## src/rtl/decimal_entry_to_bin.sv

```systemverilog
// Decimal keypad entry (up to three digits) converted to a binary operand,
// with an active-low 7-segment echo of the digits typed so far.
module decimal_entry_to_bin #(
    parameter int VAL_W     = 7,
    parameter int MAX_VALUE = 127
) (
    input  logic             CLOCK_50,
    input  logic             reset,
    input  logic [3:0]       SW,
    input  logic             digit_key,
    input  logic             enter_key,
    input  logic             clear,
    output logic [VAL_W-1:0] LEDR,
    output logic             value_valid,
    output logic             error,
    output logic [6:0]       HEX0,
    output logic [6:0]       HEX1,
    output logic [6:0]       HEX2
);

    typedef enum logic [1:0] {
        S_IDLE  = 2'd0,
        S_ENTRY = 2'd1,
        S_DONE  = 2'd2,
        S_ERROR = 2'd3
    } state_t;

    localparam logic [9:0] MAX_ACC   = 10'(MAX_VALUE);
    localparam logic [6:0] SEG_BLANK = 7'b1111111;
    localparam logic [6:0] SEG_E     = 7'b0000110;

    function automatic logic [6:0] seg7(input logic [3:0] d);
        logic [6:0] s;
        case (d)
            4'd0:    s = 7'b1000000;
            4'd1:    s = 7'b1111001;
            4'd2:    s = 7'b0100100;
            4'd3:    s = 7'b0110000;
            4'd4:    s = 7'b0011001;
            4'd5:    s = 7'b0010010;
            4'd6:    s = 7'b0000010;
            4'd7:    s = 7'b1111000;
            4'd8:    s = 7'b0000000;
            4'd9:    s = 7'b0010000;
            default: s = SEG_BLANK;
        endcase
        return s;
    endfunction

    state_t           state_q, state_d;
    logic [9:0]       acc_q, acc_d;
    logic [1:0]       cnt_q, cnt_d;
    logic [3:0]       d0_q, d0_d, d1_q, d1_d, d2_q, d2_d;
    logic             dk_q, ek_q;
    logic [VAL_W-1:0] ledr_q, ledr_d;
    logic             vv_q, vv_d, err_q, err_d;
    logic [6:0]       hex0_q, hex0_d, hex1_q, hex1_d, hex2_q, hex2_d;
    logic             dig_ev, ent_ev;

    assign dig_ev = digit_key & ~dk_q;
    assign ent_ev = enter_key & ~ek_q;

    // State register; the key-edge flops survive a soft clear.
    always_ff @(posedge CLOCK_50) begin
        if (reset) begin
            state_q <= S_IDLE;
            acc_q   <= 10'd0;
            cnt_q   <= 2'd0;
            d0_q    <= 4'd0;
            d1_q    <= 4'd0;
            d2_q    <= 4'd0;
            dk_q    <= 1'b0;
            ek_q    <= 1'b0;
            ledr_q  <= '0;
            vv_q    <= 1'b0;
            err_q   <= 1'b0;
            hex0_q  <= SEG_BLANK;
            hex1_q  <= SEG_BLANK;
            hex2_q  <= SEG_BLANK;
        end else begin
            state_q <= state_d;
            acc_q   <= acc_d;
            cnt_q   <= cnt_d;
            d0_q    <= d0_d;
            d1_q    <= d1_d;
            d2_q    <= d2_d;
            dk_q    <= digit_key;
            ek_q    <= enter_key;
            ledr_q  <= ledr_d;
            vv_q    <= vv_d;
            err_q   <= err_d;
            hex0_q  <= hex0_d;
            hex1_q  <= hex1_d;
            hex2_q  <= hex2_d;
        end
    end

    // Next-state and datapath; a digit event shadows a simultaneous enter.
    always_comb begin
        state_d = state_q;
        acc_d   = acc_q;
        cnt_d   = cnt_q;
        d0_d    = d0_q;
        d1_d    = d1_q;
        d2_d    = d2_q;
        ledr_d  = ledr_q;
        if (clear) begin
            state_d = S_IDLE;
            acc_d   = 10'd0;
            cnt_d   = 2'd0;
            ledr_d  = '0;
        end else begin
            case (state_q)
                S_IDLE, S_DONE: begin
                    if (dig_ev) begin
                        if (SW <= 4'd9) begin
                            state_d = S_ENTRY;
                            acc_d   = {6'd0, SW};
                            cnt_d   = 2'd1;
                            d0_d    = SW;
                            d1_d    = 4'd0;
                            d2_d    = 4'd0;
                        end else begin
                            state_d = S_ERROR;
                        end
                    end else begin
                        state_d = state_q;
                    end
                end
                S_ENTRY: begin
                    if (dig_ev) begin
                        if ((SW <= 4'd9) && (cnt_q < 2'd3)) begin
                            acc_d = (acc_q * 10'd10) + {6'd0, SW};
                            cnt_d = cnt_q + 2'd1;
                            d2_d  = d1_q;
                            d1_d  = d0_q;
                            d0_d  = SW;
                        end else begin
                            state_d = S_ERROR;
                        end
                    end else if (ent_ev) begin
                        if (acc_q <= MAX_ACC) begin
                            state_d = S_DONE;
                            ledr_d  = acc_q[VAL_W-1:0];
                        end else begin
                            state_d = S_ERROR;
                        end
                    end else begin
                        state_d = S_ENTRY;
                    end
                end
                S_ERROR: state_d = S_ERROR;
                default: state_d = S_IDLE;
            endcase
        end
    end

    // Registered outputs derived from the upcoming state.
    always_comb begin
        vv_d   = (state_d == S_DONE);
        err_d  = (state_d == S_ERROR);
        hex0_d = SEG_BLANK;
        hex1_d = SEG_BLANK;
        hex2_d = SEG_BLANK;
        if (state_d == S_ERROR) begin
            hex0_d = SEG_E;
        end else begin
            hex0_d = (cnt_d > 2'd0) ? seg7(d0_d) : SEG_BLANK;
            hex1_d = (cnt_d > 2'd1) ? seg7(d1_d) : SEG_BLANK;
            hex2_d = (cnt_d > 2'd2) ? seg7(d2_d) : SEG_BLANK;
        end
    end

    assign LEDR        = ledr_q;
    assign value_valid = vv_q;
    assign error       = err_q;
    assign HEX0        = hex0_q;
    assign HEX1        = hex1_q;
    assign HEX2        = hex2_q;

endmodule
```

## config.mk

```make
export PLATFORM = sky130hd
export DESIGN_NAME = decimal_entry_to_bin
export DESIGN_NICKNAME = d
export VERILOG_FILES = /design/src/rtl/decimal_entry_to_bin.sv
export SDC_FILE = /design/constraint.sdc
export NUM_CORES = 1
export LEC_CHECK = 0
export ABC_AREA = 0
export CORE_ASPECT_RATIO = 1.5
export CORE_MARGIN = 2
export CORE_UTILIZATION = 51
export CTS_CLUSTER_DIAMETER = 50
export CTS_CLUSTER_SIZE = 8
export DETAILED_ROUTE_END_ITERATION = 6
export GPL_ROUTABILITY_DRIVEN = 0
export PLACE_DENSITY = 0.78
export SLEW_MARGIN = 5
export SYNTH_ARGS = -nofsm -noshare
export SYNTH_HDL_FRONTEND = slang
export SYNTH_SLANG_ARGS = --single-unit
```

## constraint.sdc

```tcl
create_clock -name CLOCK_50 -period 2.9 [get_ports CLOCK_50]
set_input_delay 0.29 -clock CLOCK_50 [delete_from_list [all_inputs] [get_ports CLOCK_50]]
set_output_delay 0.29 -clock CLOCK_50 [all_outputs]
set_load 0.02 [all_outputs]
```

Word-level counts from Yosys, hierarchy flattened:

Memory sizes are Yosys's and may differ from the RTL's. A register that Yosys moved wholly into a read port is not among the register bits.
Index checks and enable logic that the tools add are counted.

* word-level logic and storage cells: 91
* memory bits (read-only): 336
* memories: 3
* flip-flop bits (word level): 44
* input port bits: 9

Memories
* (no name shown): words 16, width 7, read ports 1, clocked after memory_dff 0, write ports 0, line 34 `case (d)`
* (no name shown): words 16, width 7, read ports 1, clocked after memory_dff 1, write ports 0, line 34
* (no name shown): words 16, width 7, read ports 1, clocked after memory_dff 1, write ports 0, line 34

* add/subtract/negate cells: 2
* eq/ne operators: 9
* reductions and logical operators: 10
* $mul: 1
* $lt $le $gt $ge: 6
* bitwise gates (word level): 8
* mux-type cells: 39

Operators by type and width (number)
* 2-to-1 mux 4 bit: 15
* 2-to-1 mux 10 bit: 4
* case mux 4 bit (2 select lines): 3
* 2-to-1 mux 2 bit: 11
* case mux 10 bit (2 select lines): 1
* 2-to-1 mux 7 bit: 2
* adder 10 x 4 -> 10 bit: 1
* less-or-equal comparator 10 x 7 -> 1 bit, second input constant: 1
* multiplier 10 x 3 -> 9 bit, second input constant: 1
* OR reduction 3 bit: 3
* == test 2 bit, second input constant: 4
* != test 2 bit, second input constant: 4
* inverter 1 bit: 6
* case mux 2 bit (3 select lines): 1
* AND reduction 5 bit: 1
* > comparator 2 x 1 -> 1 bit, second input constant: 2
* less-or-equal comparator 4 bit, second input constant: 1
* case mux 2 bit (2 select lines): 1
* AND reduction 4 bit: 1
* OR reduction 2 bit: 2
* adder 2 x 1 -> 2 bit, second input constant: 1
* AND 1 bit: 2
* == test 2 x 1 -> 1 bit, second input constant: 1
* > comparator 2 bit, second input constant: 1
* other kinds (5): 5

Longest topological paths before layout:

* word-level depth: 9
* mapped depth: 11
* gate-level depth less buffers: 10

Least setup slack after synthesis:

OpenSTA, ideal clock, no wires.

* kind: reg2reg
* from: register cnt_q[0]
* to: register hex0_q[3] (netlist: HEX0[3])
* stages on the path, launching flop included: 12
* setup time: 0.125 ns
* period minus slack after synthesis: 2.478 ns
* arrival time: 2.353 ns
* path buffers: 2
* path slack: 0.422 ns
* cells stage by stage: dfxtp_1 -> ha_1 -> o21ai_0 -> nand4b_1 -> buf_2 -> clkbuf_1 -> mux2i_1 -> inv_1 -> ha_1 -> mux2_2 -> nand2_1 -> a21oi_1

* word-level cells in the longest chain between the ends: 9
* elaborated cells between the ends (all ways): 22
* those cells by class: add/sub (1); order compare (2); eq/ne (1); mux (16); reduce/logical (1); memory (1)

Ends and longest elaborated chain
* start, declared: line 52 `logic [1:0] cnt_q, cnt_d;`
* start signal, assigned: line 83 `cnt_q <= cnt_d;`
* less-than comparator 2 bit: line 132 `if ((SW <= 4'd9) && (cnt_q < 2'd3)) begin`
* logical AND 1 bit: line 132
* 2-to-1 mux 4 bit: line 132
* 2-to-1 mux 4 bit: line 131 `if (dig_ev) begin`
* case mux 4 bit (2 select lines): line 113 `case (state_q)`
* 2-to-1 mux 4 bit: line 107 `if (clear) begin`
* via d0_d[0]: line 53 `logic [3:0] d0_q, d0_d, d1_q, d1_d, d2_q, d2_d;`
* memory read (16 x 7 bit)
* 2-to-1 mux 7 bit: line 168 `hex0_d = (cnt_d > 2'd0) ? seg7(d0_d) : SEG_BLANK;`
* 2-to-1 mux 7 bit: line 165 `if (state_d == S_ERROR) begin`
* end signal, assigned: line 77 `hex0_q <= SEG_BLANK;`
* end signal, assigned: line 92 `hex0_q <= hex0_d;`
* end, declared: line 57 `logic [6:0] hex0_q, hex0_d, hex1_q, hex1_d, hex2_q, hex2_d;`

The timed path passes the listed nets, and every way through them passes these cells.
A chain may end at the register's enable or synchronous reset.

Worst setup path in the final report:

* from: register cnt_q[0]
* to: register hex2_q[4] (netlist: HEX2[4])

* elaborated cells between the ends (all ways): 21
* those cells by class: add/sub (1); order compare (2); eq/ne (1); mux (14); bitwise (1); reduce/logical (2)

RTL lines (line)
* less-than comparator 2 bit: 132
* logical AND 1 bit: 132
* 2-to-1 mux 4 bit: 132
* 2-to-1 mux 4 bit: 131
* case mux 4 bit (2 select lines): 113
* 2-to-1 mux 4 bit: 107
* via d2_d[1]: 53
* end, declared: 57

The timed path passes the listed nets, and every way through them passes these cells.

==> impl_metrics.ini <==
[setup_path]
start_kind = flop
r2r-start = cnt_q[0]$_SDFF_PP0_
cp_common_cell = ha_1
endpoint_kind = flop
crit_chain = ha_1, o21ai_0, nand4b_1, buf_4, a22oi_1, inv_1, ha_1, a221oi_1, a21oi_1, nand2_1
worst-setup-path-type = reg -> reg
cp.required_ps = 3190
path_max_fanout = 14
slowest_stage = a22oi_1
max_stage_delay_ps = 440
arrival_ps = 2750
crit_path_start = cnt_q[0]$_SDFF_PP0_

[synthesis]
syn_inst = 345
netlist_area_sq_um = 3177
syn_avg_cell_area_sq_um = 9.208
synth_edf_count = 0
ys.flop_type = dfxtp_1
ys_warn_count = 0
ys_ff_latch = 58
synth_seq_area_share = 0.3655
yosysUniqueCellTypes = 57
syn_nets = 386
async_flop_share = 0

[timing]
fmax_mhz = 407.0
setup-tns-final_ps = 0
setup_viol = 0
max-slew-margin-rel = 0.5408
hold_violations = 0
worstMarginPinSlew_ps = 683.6
setup_ws_ps = 442.7
slew_violations = 0
fin_skew_ps = 5.573
period_needed_ps = 2457
rsz0062_at_grt = false
hold_ws_ps = 495.6
finalCritPeriodShare = 0.8473

[placement]
dp.cells = 459
hpwlAfterDp_um = 5180
portBuffers = 38
place_area_sq_um = 3676
dp_slack_ps = 193.0

[final_layout]
n_antenna_cell = 0
fillers = 521
drive_gt1_frac = 0.1322
finalInstanceArea_sq_um = 3895
area_growth_syn_to_layout_pct = 22.61
regArea_sq_um = 1161
multi_input_comb_area_sq_um = 1869
nets = 437
final_cell_count_no_fill = 475
fin_util = 0.6399

[routing]
remaining_drc_errors = 0
via_per_inst = 5.695
post_drt_wl_per_cell_um = 14.40
routed_wirelength_um = 6838
ant_nets = 0
dr.pass1.iters = 4
via_count = 2705
drt_iter0_markers = 121

[run_status]
status = completed

[global_route]
grtUsageTotal = 0.2237
grt_pass1_wl_um = 11610
antenna_found_initial = 0
overflow = 0
grt_pass1_vias = 2592
grt_start_max_net_pins = 18

[clock_tree]
cts_tree = yes
postCtsSetupBuffers = 0
cts.sinks = 58
cts_root_buf = clkbuf_8
insertion_delay_ps = 340
path_clk_slew_ps = 60
h-tree-depth = 3
cts_hold_buf = 0
cts_max_path_buffers = 2
cts_resized = 0
cts_buffers = 9

[die]
die_y_um = 100.7
start_util = 0.5219
coreArea_sq_um = 6087
ioPinCount = 39
fp.dieW_um = 68.44
dieArea_sq_um = 6889
fp-row-count = 35

[power_and_ir_drop]
max-vdd-ir-drop_uv = 352.8
cellLeakagePower_nw = 1.636
total_power_mw = 1.814
swShare = 0.2371
pwr-share-clk = 0.459
p_per_area_nw_per_um2 = 465.7
switchingPower_mw = 0.4301
p_int_mw = 1.384
seqPwrFrac = 0.451
pwr-share-comb = 0.091

[worst_hold_path]
hold_start = LEDR[5]$_SDFFE_PP0P_
hold_path_class = reg -> reg

[flow_run]
maxCapViolations = 0
==> final timing paths <==
path	slack [ps]	to	cells past startpoint
min	500	LEDR[5]$_SDFFE_PP0P_	2
max	440	HEX2[4]$_SDFF_PP1_	10
min reg2reg	500	LEDR[5]$_SDFFE_PP0P_	2
max reg2reg	440	HEX2[4]$_SDFF_PP1_	10
==> cell families after synthesis <==
family,Yosys count,share of synthesized area
AO/OA/AOI/OAI,90,0.1883
XOR/XNOR,13,0.03584
adder cells (fa/ha/maj),32,0.1308
buffers and inverters,28,0.04608
flip-flops,58,0.3655
multiplexers,19,0.06105
AND/OR/NAND/NOR,105,0.1725
==> power groups by stage <==
stage | logic (mW) | clock network, mW | registers (mW)
6_report | 0.165 | 0.832 | 0.817
5_1_grt | 0.181 | 0.876 | 0.818
4_1_cts | 0.164 | 0.847 | 0.817
3_5_place_dp | 0.163 | 0 | 0.835
3_3_place_gp | 0.161 | 0 | 0.835
2_1_floorplan | 0.105 | 0 | 0.839
==> cell type report <==
class | count | share of cell area
clock inverter | 5 | 0.01992
clock buffer | 11 | 0.03630
sequential | 58 | 0.2981
timing repair buffer | 54 | 0.1285
multi-input combinational | 259 | 0.4799
tap | 74 | 0.02377
inverter | 14 | 0.01349
==> layout by cell type (no fill, tap or decap), drive strengths merged, types with 4 or more instances in the layout <==
master / netlist / final
a21oi: 25 / 25
nand3: 4 / 4
a211oi: 4 / 4
nor2: 48 / 48
nor3: 6 / 6
o21ai: 24 / 24
dfxtp: 58 / 58
clkdlybuf4s50: 0 / 38
nand2: 15 / 15
nand2b: 4 / 4
clkbuf: 9 / 11
inv: 14 / 14
nor2b: 8 / 8
buf: 5 / 16
xnor2: 8 / 8
nor4: 6 / 6
mux2i: 16 / 16
ha: 30 / 30
a22oi: 11 / 11
and2: 4 / 4
a22o: 5 / 5
xor2: 5 / 5
a21o: 4 / 4
==> worst max-delay path: cells and delay by family (launching register included) <==
family	cells	cell delay [ps]
buf+inv	2	330
simple gates	2	200
compound gates	4	1070
flops	1	340
fa+ha+maj	2	470
==> per-layer routing <==
| metal | global-route usage | wire length [um] | vias up |
|---|---|---|---|
| li1 | - | - | 1321 |
| met1 | 0.2383 | 2660 | 1272 |
| met2 | 0.3824 | 3571 | 90 |
| met3 | 0.04693 | 308 | 22 |
| met4 | 0.1462 | 298 | 0 |
| met5 | 0 | 0 | - |
==> state kept, by name, summed over array words and instances (netlist names) <==
signal and flops:
state_q 2, acc_q 10, cnt_q 2, error 1
HEX2 7, dk_q 1, LEDR 7, d2_q 4
ek_q 1, d1_q 4, value_valid 1, HEX1 7
d0_q 4, HEX0 7
==> cells in the mapped netlist, types with 2 or more instances <==
cell / instances / area share
nand2b_1: 4 / 0.0079
fa_1: 2 / 0.013
a21o_1: 3 / 0.0071
nand3_1: 4 / 0.0063
xnor2_1: 8 / 0.022
a21boi_2: 2 / 0.0071
nor2b_1: 8 / 0.016
o21ai_0: 17 / 0.027
a22oi_1: 11 / 0.026
clkbuf_1: 7 / 0.0083
and2_1: 4 / 0.0079
buf_2: 2 / 0.0032
o21ai_1: 7 / 0.011
nand2_1: 15 / 0.018
a221oi_1: 2 / 0.0055
mux2_2: 3 / 0.011
nor2_1: 48 / 0.057
mux2i_1: 16 / 0.050
buf_6: 2 / 0.0071
a32o_1: 3 / 0.0095
a211oi_1: 4 / 0.0095
clkbuf_8: 2 / 0.0087
dfxtp_1: 58 / 0.37
a22o_2: 4 / 0.013
inv_1: 13 / 0.015
nor3_1: 4 / 0.0063
nor4_4: 2 / 0.013
nor4_1: 4 / 0.0079
a21oi_1: 24 / 0.038
a31oi_1: 2 / 0.0039
ha_1: 30 / 0.12
xor2_1: 5 / 0.014
Power figures use the tool's default switching activity.
